==> config.mk <==
export PLATFORM = sky130hd
export DESIGN_NAME = operand_packer
export DESIGN_NICKNAME = d
export VERILOG_FILES = /design/src/rtl/operand_packer.sv
export SDC_FILE = /design/constraint.sdc
export NUM_CORES = 1
export LEC_CHECK = 0
export ABC_AREA = 1
export CAP_MARGIN = 0
export CORE_MARGIN = 1.5
export CORE_UTILIZATION = 24
export CTS_BUF_LIST = sky130_fd_sc_hd__clkbuf_2 sky130_fd_sc_hd__clkbuf_4 sky130_fd_sc_hd__clkbuf_8
export DETAILED_ROUTE_END_ITERATION = 7
export PLACE_DENSITY = 0.53
export REMOVE_ABC_BUFFERS = 1
export SKIP_LAST_GASP = 1
export SYNTH_ARGS = -nofsm -noshare
export SYNTH_HDL_FRONTEND = slang
export SYNTH_SLANG_ARGS = --single-unit
==> constraint.sdc <==
create_clock -name clk -period 21.1 [get_ports clk]
set_clock_uncertainty 0.1 [all_clocks]
set_input_delay 4.22 -clock clk [delete_from_list [all_inputs] [get_ports clk]]
set_output_delay 4.22 -clock clk [all_outputs]
set_load 0.05 [all_outputs]
==> src/rtl/operand_packer.sv <==
// Collects narrow operand words (least-significant word first) into one wide operand
// and pushes it to the operand FIFO with a single-cycle write strobe.
module operand_packer #(
  parameter int Data = 512,
  parameter int Word = 32
) (
  input  logic            clk,
  input  logic            rst,
  input  logic [Word-1:0] word_in,
  input  logic            word_valid,
  input  logic            word_last,
  output logic            word_ready,
  input  logic            fifo_in_busy,
  output logic            fifo_wr_en,
  output logic [Data-1:0] fifo_data,
  output logic [15:0]     op_count
);

  localparam int N    = Data / Word;
  localparam int IdxW = $clog2(N);
  localparam logic [IdxW-1:0] LastIdx = IdxW'(N - 1);

  localparam logic [0:0] FILL = 1'b0;
  localparam logic [0:0] PUSH = 1'b1;

  logic [0:0]      state;
  logic [IdxW-1:0] idx;
  logic [Data-1:0] asm_buf;

  // Outputs decode from state and the FIFO full flag only, never from the word inputs.
  assign word_ready = (state == FILL);
  assign fifo_wr_en = (state == PUSH) && !fifo_in_busy;
  assign fifo_data  = asm_buf;

  // Clearing the buffer on every return to FILL gives zero padding for short operands.
  always_ff @(posedge clk or posedge rst) begin
    if (rst) begin
      state    <= FILL;
      idx      <= '0;
      asm_buf  <= '0;
      op_count <= '0;
    end else begin
      case (state)
        FILL: begin
          if (word_valid) begin
            asm_buf[idx*Word +: Word] <= word_in;
            if (idx == LastIdx || word_last) begin
              state <= PUSH;
              idx   <= '0;
            end else begin
              idx <= idx + 1'b1;
            end
          end
        end
        PUSH: begin
          if (!fifo_in_busy) begin
            state    <= FILL;
            op_count <= op_count + 16'd1;
            asm_buf  <= '0;
          end
        end
        default: begin
          state <= FILL;
          idx   <= '0;
        end
      endcase
    end
  end

endmodule
==> impl_metrics.py <==
metrics = {
    "floorplan": {
        "ios": 567,
        "row_count": 111,
        "core_area_um2": 91700,
        "die_x_um": 307,
        "initial_core_util": 0.242,
        "die_area_um2": 94200,
        "die_h_um": 307,
    },
    "clock_tree": {
        "cts.clk_slew.worst_paths_ns": 0.06,
        "cts_resized": 0,
        "numCtsBuffers": 98,
        "clockBufferDepth": 3,
        "cts_setup_buffers": 0,
        "cts-root-buf": "clkbuf_8",
        "ctsHoldBuffers": 0,
        "cts_tree": "built",
        "cts.sinks": 533,
        "cts-htree-levels": 3,
        "clock_latency_ns": 0.74,
    },
    "synthesis": {
        "synth-compound-area-share": 0.0828,
        "ys.flop_type": "dfrtp_1",
        "post_synth_instance_area_um2": 22200,
        "yosys.area_share.simple": 0.235,
        "synth_mux_area_frac": 0,
        "yosys_register_bits": 533,
        "synth_most_common_cell": "dfrtp_1",
        "synth_area_leaders": "dfrtp_1, nand3_1, nand2_1, o21ai_0, o22ai_1",
        "synth_top_area_share": 0.601,
        "synth_edf_count": 0,
        "synth_top_family_by_area": "simple AND/OR/NAND/NOR gates",
        "synth-xor-area-share": 0.00666,
        "syn_inst": 2425,
        "synth_top_cell_by_area": "dfrtp_1",
        "yosysWarnings": 0,
        "yosys-top-cells-count": "dfrtp_1, nand2_1, nand3_1, inv_1, o21ai_0",
        "ys_seq_area_frac": 0.601,
        "synth_cell_type_count": 31,
        "yosys.area_share.adder": 0.00338,
        "postSynthAreaPerCell_um2": 9.15,
        "synthArstFlopShare": 1.00,
    },
    "routing": {
        "ant_nets": 0,
        "viasPerCell": 4.81,
        "drtPass1Iterations": 7,
        "wl_um": 103000,
        "wl_per_cell_um": 24.5,
        "via_count": 20200,
        "post-route-drc-count": 0,
        "drtIter0Drc": 1593,
    },
    "layout": {
        "layout.nets": 2975,
        "area_growth_pct": 39.8,
        "stdcell_count": 4192,
        "drive_gt1_frac": 0.0826,
        "nFillCells": 9638,
    },
    "sta": {
        "hold_violations": 0,
        "max_freq_mhz": 95.9,
        "setup_violations": 0,
        "fin_tns_setup_ns": 0,
        "period_share": 0.494,
        "period_minus_slack_ns": 10.43,
        "tightestPinTransition_ns": 1.16,
        "rsz0062_at_grt": "no",
        "slew_headroom": 0.223,
        "slew_violations": 0,
    },
    "global_routing": {
        "grt.overflow.total": 0,
        "grt_pass1_wl_um": 147000,
        "grt_usage": 0.213,
        "antenna_found_initial": 10,
        "grt_max_degree": 121,
        "first_global_vias": 20000,
    },
    "setup_path": {
        "crit_arrival_ns": 6.11,
        "start_kind": "primary input",
        "critPathKind": "in -> out",
        "cp.buffers_inverters": 4,
        "slowest_delay_ns": 0.82,
        "cp.required_ns": 16.78,
        "critPathCaptureType": "primary output",
        "critPathTopFamily": "buffers and inverters",
        "crit_chain": "clkdlybuf4s50_1 > inv_1 > nand2_4 > inv_1 > clkdlybuf4s50_1",
        "worstPathMaxFanout": 28,
        "cp_slowest_cell": "clkdlybuf4s50_1",
    },
    "run": {
        "drv_cap": 0,
    },
    "run_status": {
        "status": "finished, final reports clean",
    },
    "pwr": {
        "power.density_nw_per_um2": 87.2,
        "leakagePower_nw": 13.6,
        "vdd_drop_max_v": 0.0000738,
    },
    "place": {
        "place_congestion": 0.816,
        "port_buffers": 566,
        "hpwl_um": 65400,
        "dp.cells": 4018,
    },
    "hold_path": {
        "hold_path.class": "reg -> reg",
    },
}
registers in the layout (all words and copies together), names as in the netlist:
| signal | count |
|---|---|
| idx | 4 |
| fifo_data | 512 |
| state | 1 |
| op_count | 16 |
cells by family after synthesis:
group           after synthesis
compound gates              331
simple gates               1147
xor+xnor                     16
fa+ha+maj                     6
flops                       533
buf+inv                     392
worst min-delay path, delay by kind of cell (launching register included):
family        cells  cell delay (ns)
flops             1             0.34
simple gates      2             0.09
stage by stage:
step	setup WS [ns]	instance area, µm²	hold slack (ns)	total power [mW]	util
after CTS	10.63	31000	0.373	2.75	0.338
final	10.67	31000	0.368	2.71	0.338
after floorplan	1.88	21300	0.471	1.39	-
after global placement	10.61	28900	0.355	1.66	0.315
after detailed placement	10.64	28900	0.358	1.66	0.315
after global routing	10.57	31000	0.388	2.82	0.338
routing by layer:
| metal | wire length, µm | global-route usage | vias to the layer above |
|---|---|---|---|
| met5 | 67 | 0 | - |
| met1 | 43600 | 0.278 | 10000 |
| met3 | 7540 | 0.0551 | 170 |
| li1 | - | - | 9199 |
| met2 | 47700 | 0.335 | 736 |
| met4 | 3740 | 0.0884 | 10 |
power breakdown:
part           internal, mW  switching, mW
logic                 0.105          0.460
clock network         0.611          0.465
registers              1.05         0.0182
total                  1.76          0.944
layout by cell type (no fill, tap or decap), types with 6 or more instances in the layout:
cell	n
o21ai_0	184
o21ai_1	10
buf_4	40
xnor2_1	10
dfrtp_1	533
o22ai_1	130
clkinv_2	9
nand2_1	486
nand3_1	447
nor3_1	125
nor4_1	8
clkbuf_8	122
nand2_2	8
nor2_4	6
inv_1	186
nor2_1	12
nand4_1	43
clkdlybuf4s50_1	566
clkbuf_4	33
layout make-up:
cell class | instances | area, µm² | share of cell area
inverters | 193 | 734 | 0.0237
clock buffers | 155 | 1930 | 0.0621
multi-input cells | 1500 | 7390 | 0.238
flip-flops and latches | 533 | 13300 | 0.430
well taps | 1186 | 1480 | 0.0478
clock inverters | 15 | 163 | 0.00524
diodes | 4 | 10.0 | 0.000323
repair buffers | 606 | 5970 | 0.192
worst paths after layout:
path	start	endpoint	slack (ns)	cells past startpoint
min in group asynchronous	rst	op_count[15]	3.97	2
setup reg to reg	idx[0]	fifo_data[170]	16.74	10
hold / removal	fifo_data[66]	fifo_data[66]	0.37	2
hold reg to reg	fifo_data[66]	fifo_data[66]	0.37	2
max in group asynchronous	rst	fifo_data[113]	13.84	5
setup / recovery	fifo_in_busy	fifo_wr_en	10.67	5
No activity file was read; power rests on OpenSTA's default activity.
